$ cat src/rtl/mem_max_scanner_pkg.sv
// Purpose : shared widths and scanner state encoding for the memory max-scan engine.
// Latency : n/a (declarations only).
// Backpr. : n/a.
// Contents: ADDR_W / DATA_W defaults (must match the 8-bit data memory), state_t encoding.
package mem_max_scanner_pkg;

  localparam int ADDR_W = 8;
  localparam int DATA_W = 8;

  // 3-bit state encoding, IDLE=0 so a cleared register lands in IDLE.
  typedef enum logic [2:0] {
    IDLE   = 3'd0,
    SCAN   = 3'd1,
    WR_VAL = 3'd2,
    WR_IDX = 3'd3,
    DONE   = 3'd4
  } state_t;

endpackage

$ cat src/rtl/mem_max_scanner_tracker.sv
// Purpose : registered running maximum (unsigned) and the offset of its first occurrence.
// Latency : result visible the cycle after the sample that produced it.
// Backpr. : none; a sample is taken on every cycle 'sample' is high.
// Ports   : clock, reset (sync, active-high), clear, sample, first, data, index -> maxValue, maxIndex.
module max_tracker #(
  parameter int ADDR_W = mem_max_scanner_pkg::ADDR_W,
  parameter int DATA_W = mem_max_scanner_pkg::DATA_W
) (
  input  logic              clock,
  input  logic              reset,
  input  logic              clear,
  input  logic              sample,
  input  logic              first,
  input  logic [DATA_W-1:0] data,
  input  logic [ADDR_W-1:0] index,
  output logic [DATA_W-1:0] maxValue,
  output logic [ADDR_W-1:0] maxIndex
);

  // Strict compare: an equal later word never displaces the earlier index.
  // 'first' forces a load so the first word seeds the maximum regardless of value.
  always_ff @(posedge clock) begin
    if (reset || clear) begin
      maxValue <= '0;
      maxIndex <= '0;
    end else if (sample && (first || (data > maxValue))) begin
      maxValue <= data;
      maxIndex <= index;
    end
  end

endmodule

$ cat src/rtl/mem_max_scanner.sv
// Purpose : scans a contiguous (mod-256) memory window for the unsigned max and optionally writes it back.
// Latency : start edge to done cycle = count + 2*wbEnable + 1 cycles (1 cycle when count=0).
// Backpr. : none; start is only sampled in IDLE, starts while busy are dropped (no queueing).
// Ports   : clock, reset, start, base, count, wbEnable, resultAddr, memOut -> memAddress, memWrite,
//           memData, busy, done, maxValue, maxIndex.
module mem_max_scanner #(
  parameter int ADDR_W = mem_max_scanner_pkg::ADDR_W,
  parameter int DATA_W = mem_max_scanner_pkg::DATA_W
) (
  input  logic              clock,
  input  logic              reset,
  input  logic              start,
  input  logic [ADDR_W-1:0] base,
  input  logic [ADDR_W-1:0] count,
  input  logic              wbEnable,
  input  logic [ADDR_W-1:0] resultAddr,
  output logic [ADDR_W-1:0] memAddress,
  output logic              memWrite,
  output logic [DATA_W-1:0] memData,
  input  logic [DATA_W-1:0] memOut,
  output logic              busy,
  output logic              done,
  output logic [DATA_W-1:0] maxValue,
  output logic [ADDR_W-1:0] maxIndex
);

  import mem_max_scanner_pkg::*;

  state_t            state, state_nx;
  logic [ADDR_W-1:0] base_q, count_q, result_q, off_q;
  logic              wb_q;
  logic              accept;
  logic              last;

  assign accept = (state == IDLE) && start;
  assign last   = (off_q == (count_q - ADDR_W'(1)));

  always_ff @(posedge clock) begin
    if (reset) begin
      state    <= IDLE;
      base_q   <= '0;
      count_q  <= '0;
      result_q <= '0;
      wb_q     <= 1'b0;
      off_q    <= '0;
    end else begin
      state <= state_nx;
      if (accept) begin
        base_q   <= base;
        count_q  <= count;
        result_q <= resultAddr;
        wb_q     <= wbEnable;
        off_q    <= '0;
      end else if ((state == SCAN) && !last) begin
        off_q <= off_q + ADDR_W'(1);
      end
    end
  end

  always_comb begin
    state_nx   = state;
    memAddress = '0;
    memWrite   = 1'b0;
    memData    = '0;
    case (state)
      IDLE: begin
        // count=0 skips the scan and the write-back entirely.
        if (start) state_nx = (count == '0) ? DONE : SCAN;
      end
      SCAN: begin
        memAddress = base_q + off_q;  // wraps naturally at ADDR_W bits
        if (last) state_nx = wb_q ? WR_VAL : DONE;
      end
      WR_VAL: begin
        memAddress = result_q;
        memWrite   = 1'b1;
        memData    = maxValue;
        state_nx   = WR_IDX;
      end
      WR_IDX: begin
        memAddress = result_q + ADDR_W'(1);
        memWrite   = 1'b1;
        memData    = DATA_W'(maxIndex);
        state_nx   = DONE;
      end
      DONE: begin
        state_nx = IDLE;
      end
      default: begin
        state_nx = IDLE;
      end
    endcase
  end

  assign busy = (state != IDLE);
  assign done = (state == DONE);

  max_tracker #(
    .ADDR_W (ADDR_W),
    .DATA_W (DATA_W)
  ) u_tracker (
    .clock    (clock),
    .reset    (reset),
    .clear    (accept),
    .sample   (state == SCAN),
    .first    (off_q == '0),
    .data     (memOut),
    .index    (off_q),
    .maxValue (maxValue),
    .maxIndex (maxIndex)
  );

endmodule

$ cat config.mk
export PLATFORM = sky130hd
export DESIGN_NAME = mem_max_scanner
export DESIGN_NICKNAME = d
export VERILOG_FILES = /design/src/rtl/mem_max_scanner_pkg.sv /design/src/rtl/mem_max_scanner_tracker.sv /design/src/rtl/mem_max_scanner.sv
export SDC_FILE = /design/constraint.sdc
export NUM_CORES = 1
export LEC_CHECK = 0
export ABC_CLOCK_PERIOD_IN_PS = 2460
export CORE_MARGIN = 4
export CORE_UTILIZATION = 36
export CTS_CLUSTER_SIZE = 28
export DETAILED_ROUTE_END_ITERATION = 10
export GPL_TIMING_DRIVEN = 1
export PLACE_DENSITY = 0.62
export SYNTH_ARGS = -nofsm -noshare
export SYNTH_HDL_FRONTEND = slang
export SYNTH_SLANG_ARGS = --single-unit
export TNS_END_PERCENT = 100
$ cat constraint.sdc
create_clock -name clock -period 2.46 [get_ports clock]
set_clock_uncertainty 0.05 [all_clocks]
set_input_delay 0.369 -clock clock [delete_from_list [all_inputs] [get_ports clock]]
set_output_delay 0.369 -clock clock [all_outputs]
set_load 0.01 [all_outputs]
# Yosys cells after proc, flatten, opt, wreduce, memory -nomap -nowiden
# Index checks and enable logic that the tools add are counted.
dict set report word_totals {
  ramBits 0
  memories 0
  latch_bits 0
  reg_bits 52
  romBits 0
}
dict set report classes {
  n_lt_le_gt_ge 1
  addsub 4
  mul 0
  n_mux 8
  bitwise 0
  reduce_logical 13
  n_div 0
  shift 0
  n_eq_ne 7
}
# cell count
set op_table {}
lappend op_table {{8-bit one-hot mux with 3 select lines} 1}
lappend op_table {{8-bit by 1-bit adder with 8-bit output (second input constant)} 2}
lappend op_table {{8-bit logical NOT} 2}
lappend op_table {{8-bit one-hot mux with 2 select lines} 1}
lappend op_table {{3-bit two-way mux} 4}
lappend op_table {{3-bit one-hot mux with 4 select lines} 1}
lappend op_table {{8-bit adder} 1}
lappend op_table {{8-bit == test} 1}
lappend op_table {{8-bit > comparator} 1}
lappend op_table {{8-bit by 1-bit subtractor with 8-bit output (second input constant)} 1}
lappend op_table {{3-bit by 2-bit == test with 1-bit output (second input constant)} 2}
lappend op_table {{2-bit != test (second input constant)} 2}
lappend op_table {{2-bit OR reduction} 2}
lappend op_table {{3-bit by 1-bit == test with 1-bit output (second input constant)} 1}
lappend op_table {{3-bit == test (second input constant)} 1}
lappend op_table {{1-bit logical AND} 3}
lappend op_table {{3-bit logical NOT} 1}
lappend op_table {{3-bit nonzero test} 1}
lappend op_table {{1-bit logical OR} 2}
lappend op_table {{2-bit AND reduction} 1}
lappend op_table {{1-bit logical NOT} 1}
lappend op_table {{1-bit two-way mux} 1}

# Depth between registers and ports, before layout
# Gate-level depths: netlist of the first run.
dict set report depth {
  depth_word 4
  depth_mapped 9
}

# Cells and area by module
# From an unflattened synthesis of the first run, not the netlist that was laid out.
dict set report hier_totals {
  cells_unflattened 404
  area_unflattened_um2 3191.8
}
# mod area_each_um2 seq_area_each_um2 cells_per_inst n_inst
set by_module_without_submodules {}
lappend by_module_without_submodules {mem_max_scanner 2334.7 720.7 307 1}
lappend by_module_without_submodules {max_tracker 857.1 320.3 97 1}

# Least setup slack after synthesis of the first run
# No wires, ideal clock.
dict set report synth_timing {
  kind {register -> output}
  start {register off_q[0]}
  end {output memAddress[6]}
  path_stages_with_launch 9
  arrival_time_ns 1.848
  setup_slack_ns 0.193
  cell_sequence {dfxtp_1 > ha_1 > fa_1 > a21o_1 > a21oi_1 > o21bai_1 > a21oi_1 > xor2_1 > o22ai_1}
}
dict set report synth_between {
  elab_chain_len 2
}
# element line_no
set synth_rtl {}
lappend synth_rtl {{start, declared} mem_max_scanner.sv:30} ;# logic [ADDR_W-1:0] base_q, count_q, result_q, off_q;
lappend synth_rtl {{start signal, assigned} mem_max_scanner.sv:55} ;# off_q <= off_q + ADDR_W'(1);
lappend synth_rtl {{8-bit adder} mem_max_scanner.sv:71} ;# memAddress = base_q + off_q;
lappend synth_rtl {{8-bit one-hot mux with 3 select lines} mem_max_scanner.sv:65} ;# case (state)
lappend synth_rtl {{end, declared} mem_max_scanner.sv:17} ;# output logic [ADDR_W-1:0] memAddress,
# Every way passes these cells.

# Worst setup path in the final report of the first run
dict set report layout_timing {
  start {register base_q[1]}
  end {output memAddress[6]}
}
dict set report layout_between {
  elab_chain_len 2
}
# element line_no
set layout_rtl {}
lappend layout_rtl {{start, declared} mem_max_scanner.sv:30}
lappend layout_rtl {{start signal, assigned} mem_max_scanner.sv:49} ;# base_q <= base;
lappend layout_rtl {{8-bit adder} mem_max_scanner.sv:71}
lappend layout_rtl {{8-bit one-hot mux with 3 select lines} mem_max_scanner.sv:65}
# Every way passes these cells.

==> results.md, run 1 <==
- CP Launch Point: base_q[1]
- Max-slew headroom: 65.5%
- Final Power: 1.95 mW
- Routability cong.: 0.854
- Area fraction of the dominant cell type after synthesis: 33.3%
- Combinational Power Share: 25.7%
- RSZ-0062 raised after global routing: yes
- Hold Crit Class: reg -> reg
- Register area share after synthesis: 33.3%
- CTS tree: built
- Post-route setup slack: -0.0506 ns
- Die H: 101 um
- R2r startpoint: count_q[1]
- Most frequent cell after synthesis: nand2_1
- Clock sink total: 52
- 1st-iter DRT viols: 89
- Die footprint: 10200 um2
- Net switching power: 0.589 mW
- Run status: complete, but fails checks
- Synthesized flop and latch total: 52
- Worst slew pin tran: 0.512 ns
- Routed WL per cell: 14.0 um
- Period utilisation layout: 102%
- CP arrival: 2.09 ns
- CP max FO: 2
- Setup_tns: -0.207 ns
- Largest net degree at the start of global routing: 26
- Part of the power in registers: 48.0%
- Synth top cells by count: nand2_1 (100), dfxtp_1 (52), a21oi_1 (32), mux2i_1 (32), nor2_1 (24)
- WP data required: 2.04 ns
- Clk root buf: clkbuf_8
- Top post-synthesis cells by area: dfxtp_1 (33%), nand2_1 (12%), mux2i_1 (10%), ha_1 (7.6%), a21oi_1 (5.1%)
- Number of fill cells: 833
- Post-DP Area: 4040 um2
- Ys Warns: 0
- Worst VDD drop: 0.207 mV
- Final instance area: 4200 um2
- Non-filler cells, final: 587
- Reg-to-reg endpoint: state[2]
- Crit path kind: reg -> out
- # nets final: 537
- Area grow syn2layout: 34.1%
- Int Power: 1.36 mW
- Tmin final: 2.51 ns
- LEAKAGE: 1.63 nW
- Achievable Freq: 398 MHz
- Max Cap Viol: 0
- Worst Hold Launch: wb_q
- First-pass GRT wire length: 13700 um
- Drt first pass iters: 4
- FFs w/ async S/R, synth: 0%
- Pwr Density: 466 nW/um2
- Final core occ: 50.3%
- Hold_ws: 0.409 ns
- Global route total overflow: 0
- Setup crit end kind: primary output
- Fin. Hold Viols: 0
- Worst setup SP type: register
- Syn avg cell area: 7.88 um2
- Die W: 101 um
- Starting Density: 37.5%
- Clock transition at the registers of the reported paths: 0.10 ns
- Synth cell types: 47
- Maximum clock path buffer count: 2
- # diodes: 0
- Hold Path Depth: 2
- Core area: 8340 um2
- Cells after synthesis: 397
- Clock buffer count from CTS: 5
- Ys flop type: dfxtp_1
- Via density: 5.09
- Proportion of power drawn by the clock network: 26.4%
- Reg2Reg Setup Slack: 0.22 ns
- Hold endpoint: wb_q
- # IOs: 71
- Switching Fraction: 30.2%
- Dpl ws: -0.265 ns
- Placed cell count: 574
- Max Slew Vio Count: 0
- Post-Route WL: 8210 um
- Layout cell share with drive strength beyond 1: 12.4%
- Cell taking the most area after synthesis: dfxtp_1
- Failing checks: setup timing
- Initial antenna violation count: 0
- H-Tree Level Count: 2
- Vias in the first global route: 2882
- # setup viols final: 9
- Port Buffers: 70
- Via count: 2989
- Clock latency on the worst-skew pair: 0.31 ns
- GRT Overall Usage: 16.6%
- Antenna viol nets, final: 0
- Syn_nets: 453
- Synth Cell Area: 3130 um2
- DR DRC count: 0
- EDFF count, synth: 0
- Final HPWL DP: 6270 um
- Path depth of the worst reg2reg path: 7
- Row count: 33
layout by cell type, fill, tap and decap left out, types with 4 or more instances in the layout:
cell type / instances
nand4_1: 9
o22ai_1: 6
dfxtp_2: 4
nor4_1: 5
clkdlybuf4s50_1: 63
dfxtp_1: 48
buf_2: 4
o21bai_1: 4
ha_1: 18
xor2_1: 8
inv_1: 18
xnor2_1: 12
nor3_1: 10
mux2i_1: 32
nor2_1: 23
buf_4: 27
clkbuf_8: 6
a21o_1: 4
or3_1: 4
nand2_1: 100
a21oi_1: 30
worst max-delay path by stage:
stage,to,slack [ns],cells after the start
floorplan,memAddress[6],0.19,8
global placement,memAddress[6],-0.22,9
detailed placement,memAddress[6],-0.27,9
CTS,memAddress[6],-0.06,9
global route,memAddress[6],-0.17,9
finish,memAddress[6],-0.05,9
worst max-delay path, cell delays in order (launching register included):
cell and delay, ns:
dfxtp_2 0.33, buf_4 0.14, fa_2 0.38, a21o_1 0.17
a21oi_2 0.14, o21bai_1 0.07, a21oi_1 0.16, xor2_1 0.16
o22ai_1 0.08, buf_2 0.16
power by group through the flow:
stage / Combinational, mW / Clock (mW) / Sequential (mW)
2_1_floorplan: 0.311 / 0 / 0.945
3_3_place_gp: 0.493 / 0 / 0.951
3_5_place_dp: 0.500 / 0 / 0.954
4_1_cts: 0.505 / 0.531 / 0.936
5_1_grt: 0.562 / 0.557 / 0.944
6_report: 0.501 / 0.515 / 0.937
sequential cells by signal, indices dropped and copies added, names as in the netlist:
signal / cells
off_q: 8
result_q: 8
wb_q: 1
u_tracker.maxIndex: 8
u_tracker.maxValue: 8
count_q: 8
state: 3
base_q: 8
layout make-up:
type / instances / area [um2] / area share (%)
clock buffer: 7 / 86.3 / 2.06
tap: 105 / 131 / 3.13
clock inverter: 1 / 7.51 / 0.179
sequential: 52 / 1050 / 24.9
inverter: 18 / 67.6 / 1.61
multi-input combinational: 306 / 1970 / 46.9
timing repair buffer: 98 / 891 / 21.2
repair_timing:
| action | 4_1_cts | 5_1_grt |
|---|---|---|
| gates resized for setup | 32 | 3 |
| endpoints found under the hold margin | 0 | 0 |
| pin swaps | 11 | 3 |
| endpoints found under the setup margin | 15 | 15 |
| hold buffers | 0 | 0 |
| setup buffers | 2 | 3 |
cell families after synthesis:
family	count (synthesis)	synth area share [%]
AO/OA/AOI/OAI	62	12.4
XOR/XNOR	21	6.12
adder cells (fa/ha/maj)	20	8.24
buffers and inverters	39	5.16
flip-flops	52	33.3
multiplexers	32	10.2
AND/OR/NAND/NOR	171	24.6
metal layers:
metal	up-vias	GRT usage (%)	share of wire, %
li1	1519	-	-
met1	1384	22.8	49
met2	75	26.7	45
met3	11	3.37	4.7
met4	0	4.40	1.6
met5	-	0	0
Power figures use the tool's default switching activity.
==> run 2, diff against run 1 <==
--- a/config.mk
+++ b/config.mk
@@ -5,13 +5,14 @@
 export SDC_FILE = /design/constraint.sdc
 export NUM_CORES = 1
 export LEC_CHECK = 0
-export ABC_CLOCK_PERIOD_IN_PS = 2460
+export ABC_CLOCK_PERIOD_IN_PS = 3040
 export CORE_MARGIN = 4
 export CORE_UTILIZATION = 36
 export CTS_CLUSTER_SIZE = 28
 export DETAILED_ROUTE_END_ITERATION = 10
 export GPL_TIMING_DRIVEN = 1
 export PLACE_DENSITY = 0.62
+export SKIP_CTS_REPAIR_TIMING = 1
 export SYNTH_ARGS = -nofsm -noshare
 export SYNTH_HDL_FRONTEND = slang
 export SYNTH_SLANG_ARGS = --single-unit
==> constraint.sdc (replaced) <==
create_clock -name clock -period 3.04 [get_ports clock]
set_clock_uncertainty 0.05 [all_clocks]
set_input_delay 0.456 -clock clock [delete_from_list [all_inputs] [get_ports clock]]
set_output_delay 0.456 -clock clock [all_outputs]
set_load 0.01 [all_outputs]
==> run 2 against run 1 <==
- register-to-register slack better by 0.51 ns
- critical endpoint is now memAddress[4]
- cell area is 2.7% lower
- via count is 4.1% lower
- the flow now finishes without violations
- highest routed layer unchanged
- global-route usage is 0.75 points lower
- first-iteration DRC count is 1.1% lower
==> results.md, run 2 (synthesis results as in run 1) <==
- Run status: completed
- Period utilisation layout: 95.4%
- Core area: 8340 um2 (unchanged)
- Setup_tns: 0 ns (+0.207 ns)
- # diodes: 0 (unchanged)
- Tmin final: 2.90 ns
- Layout cell share with drive strength beyond 1: 6.68% (-5.8 points)
- Hold Crit Class: reg -> reg
- Post-Route WL: 8010 um (-2.4%)
- Slowest CP cell: clkdlybuf4s50_1
- Global route total overflow: 0 (unchanged)
- 1st-iter DRT viols: 88 (-1.1%)
- Crit path kind: reg -> out
- Crit path cell chain: ha_1 > fa_1 > a21o_1 > a21oi_2 > xnor2_1 > o22ai_1 > clkdlybuf4s50_1
- # setup viols final: 0 (-9)
- # nets final: 521 (-3.0%)
- Die footprint: 10200 um2 (unchanged)
- GRT Overall Usage: 15.9% (-0.75 points)
- Routability cong.: 0.826 (-3.3%)
- Row count: 33 (unchanged)
- WP data required: 2.53 ns (+0.49 ns)
- H-Tree Level Count: 2 (unchanged)
- Final HPWL DP: 6000 um (-4.4%)
- Drt first pass iters: 4 (unchanged)
- First-pass GRT wire length: 13200 um (-4.1%)
- Initial antenna violation count: 0 (unchanged)
- Port Buffers: 70 (unchanged)
- DR DRC count: 0 (unchanged)
- Fin. Hold Viols: 0 (unchanged)
- Die H: 101 um (unchanged)
- Pwr Density: 396 nW/um2 (-15%)
- Clock latency on the worst-skew pair: 0.31 ns (about the same)
- Clk root buf: clkbuf_8
- Final Power: 1.62 mW (-17%)
- Area grow syn2layout: 30.4%
- Via count: 2867 (-4.1%)
- Starting Density: 37.5% (unchanged)
- Antenna viol nets, final: 0 (unchanged)
- CP arrival: 2.39 ns (+0.30 ns)
- Via density: 5.04 (-1.0%)
- LEAKAGE: 1.60 nW (-1.7%)
- Clock buffer count from CTS: 5 (unchanged)
- Setup crit end kind: primary output
- Hold_ws: 0.416 ns (+0.00676 ns)
- Achievable Freq: 345 MHz
- CP max FO: 2 (unchanged)
- Clock transition at the registers of the reported paths: 0.10 ns (about the same)
- Max-slew headroom: 40.4% (-25 points)
- Largest net degree at the start of global routing: 31 (+19%)
- # IOs: 71 (unchanged)
- Clock sink total: 52 (unchanged)
- Worst VDD drop: 0.192 mV (-6.9%)
- Vias in the first global route: 2718 (-5.7%)
- CTS tree: built
- Maximum clock path buffer count: 2 (unchanged)
- Slowest stage delay, CP: 0.57 ns (+0.19 ns)
- Worst setup SP type: register
- RSZ-0062 raised after global routing: no
- Die W: 101 um (unchanged)
- Worst slew pin tran: 0.892 ns (+0.379 ns)
- Most common cell after layout, fill and taps aside: nand2_1
- Routed WL per cell: 14.1 um (+0.64%)
- Commonest cells after routing, fill and taps aside: nand2_1 (100), clkdlybuf4s50_1 (67), dfxtp_1 (52), mux2i_1 (32), a21oi_1 (30)
- Max Cap Viol: 0 (unchanged)
- Number of fill cells: 824 (-1.1%)
- Max Slew Vio Count: 0 (unchanged)
[run 2: layer usage]
layer,vias to the layer above,GRT usage (%),part of all wire (%)
li1,1487,-,-
met1,1307,22.7,50
met2,68,24.7,44
met3,5,3.44,4.9
met4,0,3.37,0.75
met5,-,0,0
[run 2: through the flow]
stage / util (%) / setup WS, ns / instances / area, um2
finish: 48.9 / 0.141 / 569 / 4080
global route: 48.9 / 0.0198 / 569 / 4080
CTS: 48.6 / -0.170 / 569 / 4060
detailed placement: 47.5 / 0.193 / 563 / 3960
global placement: 47.5 / 0.196 / 563 / 3960
floorplan: - / 0.686 / 397 / 3130
[run 2: worst paths after layout]
kind / slack (ns) / to / cells past startpoint / start
max reg2reg: 0.73 / state[1] / 7 / count_q[0]
max: 0.14 / memAddress[4] / 7 / base_q[0]
min reg2reg: 0.42 / wb_q / 2 / wb_q
min: 0.42 / wb_q / 2 / wb_q
[run 2: area by class of cell]
cell class / instances / area, um2 / area share [%]
Multi-Input combinational cell: 306 / 1940 / 47.6
Sequential cell: 52 / 1040 / 25.5
Timing Repair Buffer: 82 / 798 / 19.6
Tap cell: 105 / 131 / 3.22
Clock buffer: 5 / 68.8 / 1.69
Inverter: 18 / 67.6 / 1.66
Clock inverter: 1 / 30.0 / 0.736
[run 2: critical path: cells and delay by family (launching register included)]
family	cells	cell delay [ns]
xor+xnor	1	0.08
flops	1	0.33
buf+inv	1	0.57
fa+ha+maj	2	0.62
compound gates	3	0.49
[run 2: power by group]
group	internal [mW]	total, mW	switching [mW]	leakage (nW)
clock	0.237	0.465	0.228	0.0501
sequential	0.718	0.760	0.0426	0.424
combinational	0.194	0.392	0.198	1.13
total	1.15	1.62	0.469	1.60
==> run 3, diff against run 2 <==
--- a/config.mk
+++ b/config.mk
@@ -7,11 +7,11 @@
 export LEC_CHECK = 0
 export ABC_CLOCK_PERIOD_IN_PS = 3040
 export CORE_MARGIN = 4
-export CORE_UTILIZATION = 36
+export CORE_UTILIZATION = 55
 export CTS_CLUSTER_SIZE = 28
 export DETAILED_ROUTE_END_ITERATION = 10
 export GPL_TIMING_DRIVEN = 1
-export PLACE_DENSITY = 0.62
+export PLACE_DENSITY = 0.87
 export SKIP_CTS_REPAIR_TIMING = 1
 export SYNTH_ARGS = -nofsm -noshare
 export SYNTH_HDL_FRONTEND = slang
==> run 3 against run 2 <==
- die area decreased by 32%
- global-route usage increased by 8.5 points
- register-to-register slack got worse by 0.09 ns
- core utilization increased by 24 points
- non-clock buffer count decreased by 1
- count of clock-buffer cells in the layout increased by 3
- sequential power about the same
- via count increased by 5.1%
- largest cell class unchanged
- highest routed layer unchanged
==> results.md, run 3 (synthesis results as in run 1) <==
- Clock transition at the registers of the reported paths: 0.09 ns (about the same)
- Antenna viol nets, final: 0 (unchanged)
- Switching Fraction: 29.9% (+0.95 points)
- Core area: 5510 um2 (-34%)
- Area grow syn2layout: 28.6%
- Post-Route WL: 8330 um (+4.0%)
- Global route total overflow: 0 (unchanged)
- Net switching power: 0.469 mW (about the same)
- Setup_tns: 0 ns (unchanged)
- Die H: 83.4 um (-18%)
- Hold Crit Class: reg -> reg
- Final Power: 1.57 mW (-3.2%)
- Fin. Hold Viols: 0 (unchanged)
- Area of the multi-input gates: 1940 um2 (-0.19%)
- Crit path cell chain: ha_1 > fa_1 > a21o_1 > a21oi_2 > xnor2_1 > o22ai_1 > clkdlybuf4s50_1
- Setup crit end kind: primary output
- Largest net degree at the start of global routing: 31 (unchanged)
- Layout cell share with drive strength beyond 1: 6.67% (-0.014 points)
- Row count: 27 (-18%)
- LEAKAGE: 1.59 nW (-0.58%)
- Max-slew headroom: 46.6% (+6.2 points)
- Clk root buf: clkbuf_8
- Int Power: 1.10 mW (-4.5%)
- Pwr Density: 389 nW/um2 (-1.8%)
- Die footprint: 6960 um2 (-32%)
- Number of fill cells: 413 (-50%)
- DR DRC count: 0 (unchanged)
- Slowest CP cell: clkdlybuf4s50_1
- Clock buffer count from CTS: 5 (unchanged)
- Final HPWL DP: 6210 um (+3.6%)
- Commonest cells after routing, fill and taps aside: nand2_1 (100), clkdlybuf4s50_1 (67), dfxtp_1 (50), mux2i_1 (32), a21oi_1 (31)
- Most common cell after layout, fill and taps aside: nand2_1
- Port Buffers: 70 (unchanged)
- Tmin final: 2.94 ns (+0.0403 ns)
- Max Cap Viol: 0 (unchanged)
- Period utilisation layout: 96.7% (+1.3 points)
- Sequential Area: 1040 um2 (+0.24%)
- # setup viols final: 0 (unchanged)
- First-pass GRT wire length: 14200 um (+8.2%)
- Part of the power in registers: 48.4% (+1.4 points)
- # diodes: 0 (unchanged)
- WP data required: 2.53 ns (about the same)
- GRT Overall Usage: 24.4% (+8.5 points)
- Starting Density: 56.8% (+19 points)
- Max Slew Vio Count: 0 (unchanged)
- Vias in the first global route: 3186 (+17%)
- Achievable Freq: 340 MHz (-1.4%)
- CTS tree: built
- H-Tree Level Count: 2 (unchanged)
- Initial antenna violation count: 0 (unchanged)
- Via count: 3012 (+5.1%)
- Routed WL per cell: 15.5 um (+10%)
- Die W: 83.4 um (-18%)
- Via density: 5.61 (+11%)
- Hold_ws: 0.414 ns (-0.00162 ns)
- Clock latency on the worst-skew pair: 0.31 ns (about the same)
- Top delay family on crit path: adder cells
- 1st-iter DRT viols: 168 (+91%)
- Worst setup SP type: register
- Slowest stage delay, CP: 0.57 ns (about the same)
- Crit path kind: reg -> out
- Buf/Inv on CP: 1 (unchanged)
- RSZ-0062 raised after global routing: no
- Run status: completed
- Drt first pass iters: 4 (unchanged)
- Routability cong.: 0.861 (+4.2%)
- CP max FO: 2 (unchanged)
- Maximum clock path buffer count: 2 (unchanged)
- Proportion of power drawn by the clock network: 26.0% (-2.7 points)
- Worst VDD drop: 0.248 mV (+29%)
- Combinational Power Share: 25.5% (+1.3 points)
- Worst slew pin tran: 0.800 ns (-0.0921 ns)
- # IOs: 71 (unchanged)
- Clock sink total: 52 (unchanged)
- CP arrival: 2.43 ns (+0.04 ns)
- # nets final: 520 (-0.19%)
==> run 3: power groups by stage <==
stage / Sequential, mW / Clock, mW / Combinational, mW
final: 0.758 / 0.408 / 0.400
after global routing: 0.764 / 0.433 / 0.442
after CTS: 0.757 / 0.415 / 0.399
after detailed placement: 0.773 / 0 / 0.396
after global placement: 0.770 / 0 / 0.381
after floorplan: 0.765 / 0 / 0.252
==> run 3: path summary, 6_finish.rpt <==
kind / start / endpoint / slack [ns] / cells after the start
setup / recovery: base_q[0] / memAddress[4] / 0.10 / 7
hold / removal: wb_q / wb_q / 0.41 / 2
setup reg to reg: count_q[0] / state[1] / 0.64 / 7
hold reg to reg: wb_q / wb_q / 0.41 / 2
==> run 3: per-layer routing <==
metal | vias up | global-route usage [%] | part of all wire (%)
met5 | - | 0 | 0
met4 | 0 | 9.65 | 2.5
met3 | 21 | 4.56 | 5.2
met1 | 1409 | 29.7 | 44
met2 | 90 | 42.2 | 48
li1 | 1492 | - | -
==> run 3: worst min-delay path, cell delays in order (launching register included) <==
cell and delay (ns):
dfxtp_1 0.32, nand2_1 0.05, a21oi_1 0.05
==> run 3: final cells by class <==
cell class,instances,area share (%)
multi-input cells,306,48.2
flip-flops and latches,52,25.9
repair buffers,81,19.7
clock buffers,8,2.24
well taps,72,2.24
inverters,18,1.68
==> run 3: metrics by stage <==
| step | area, um2 | setup WS (ns) | utilization [%] | std cells |
|---|---|---|---|---|
| after floorplan | 3130 | 0.686 | - | 397 |
| after global placement | 3910 | 0.220 | 71.0 | 529 |
| after detailed placement | 3910 | 0.186 | 71.0 | 529 |
| after CTS | 4000 | -0.170 | 72.6 | 537 |
| after global routing | 4020 | 0.0317 | 73.0 | 537 |
| final | 4020 | 0.101 | 73.0 | 537 |
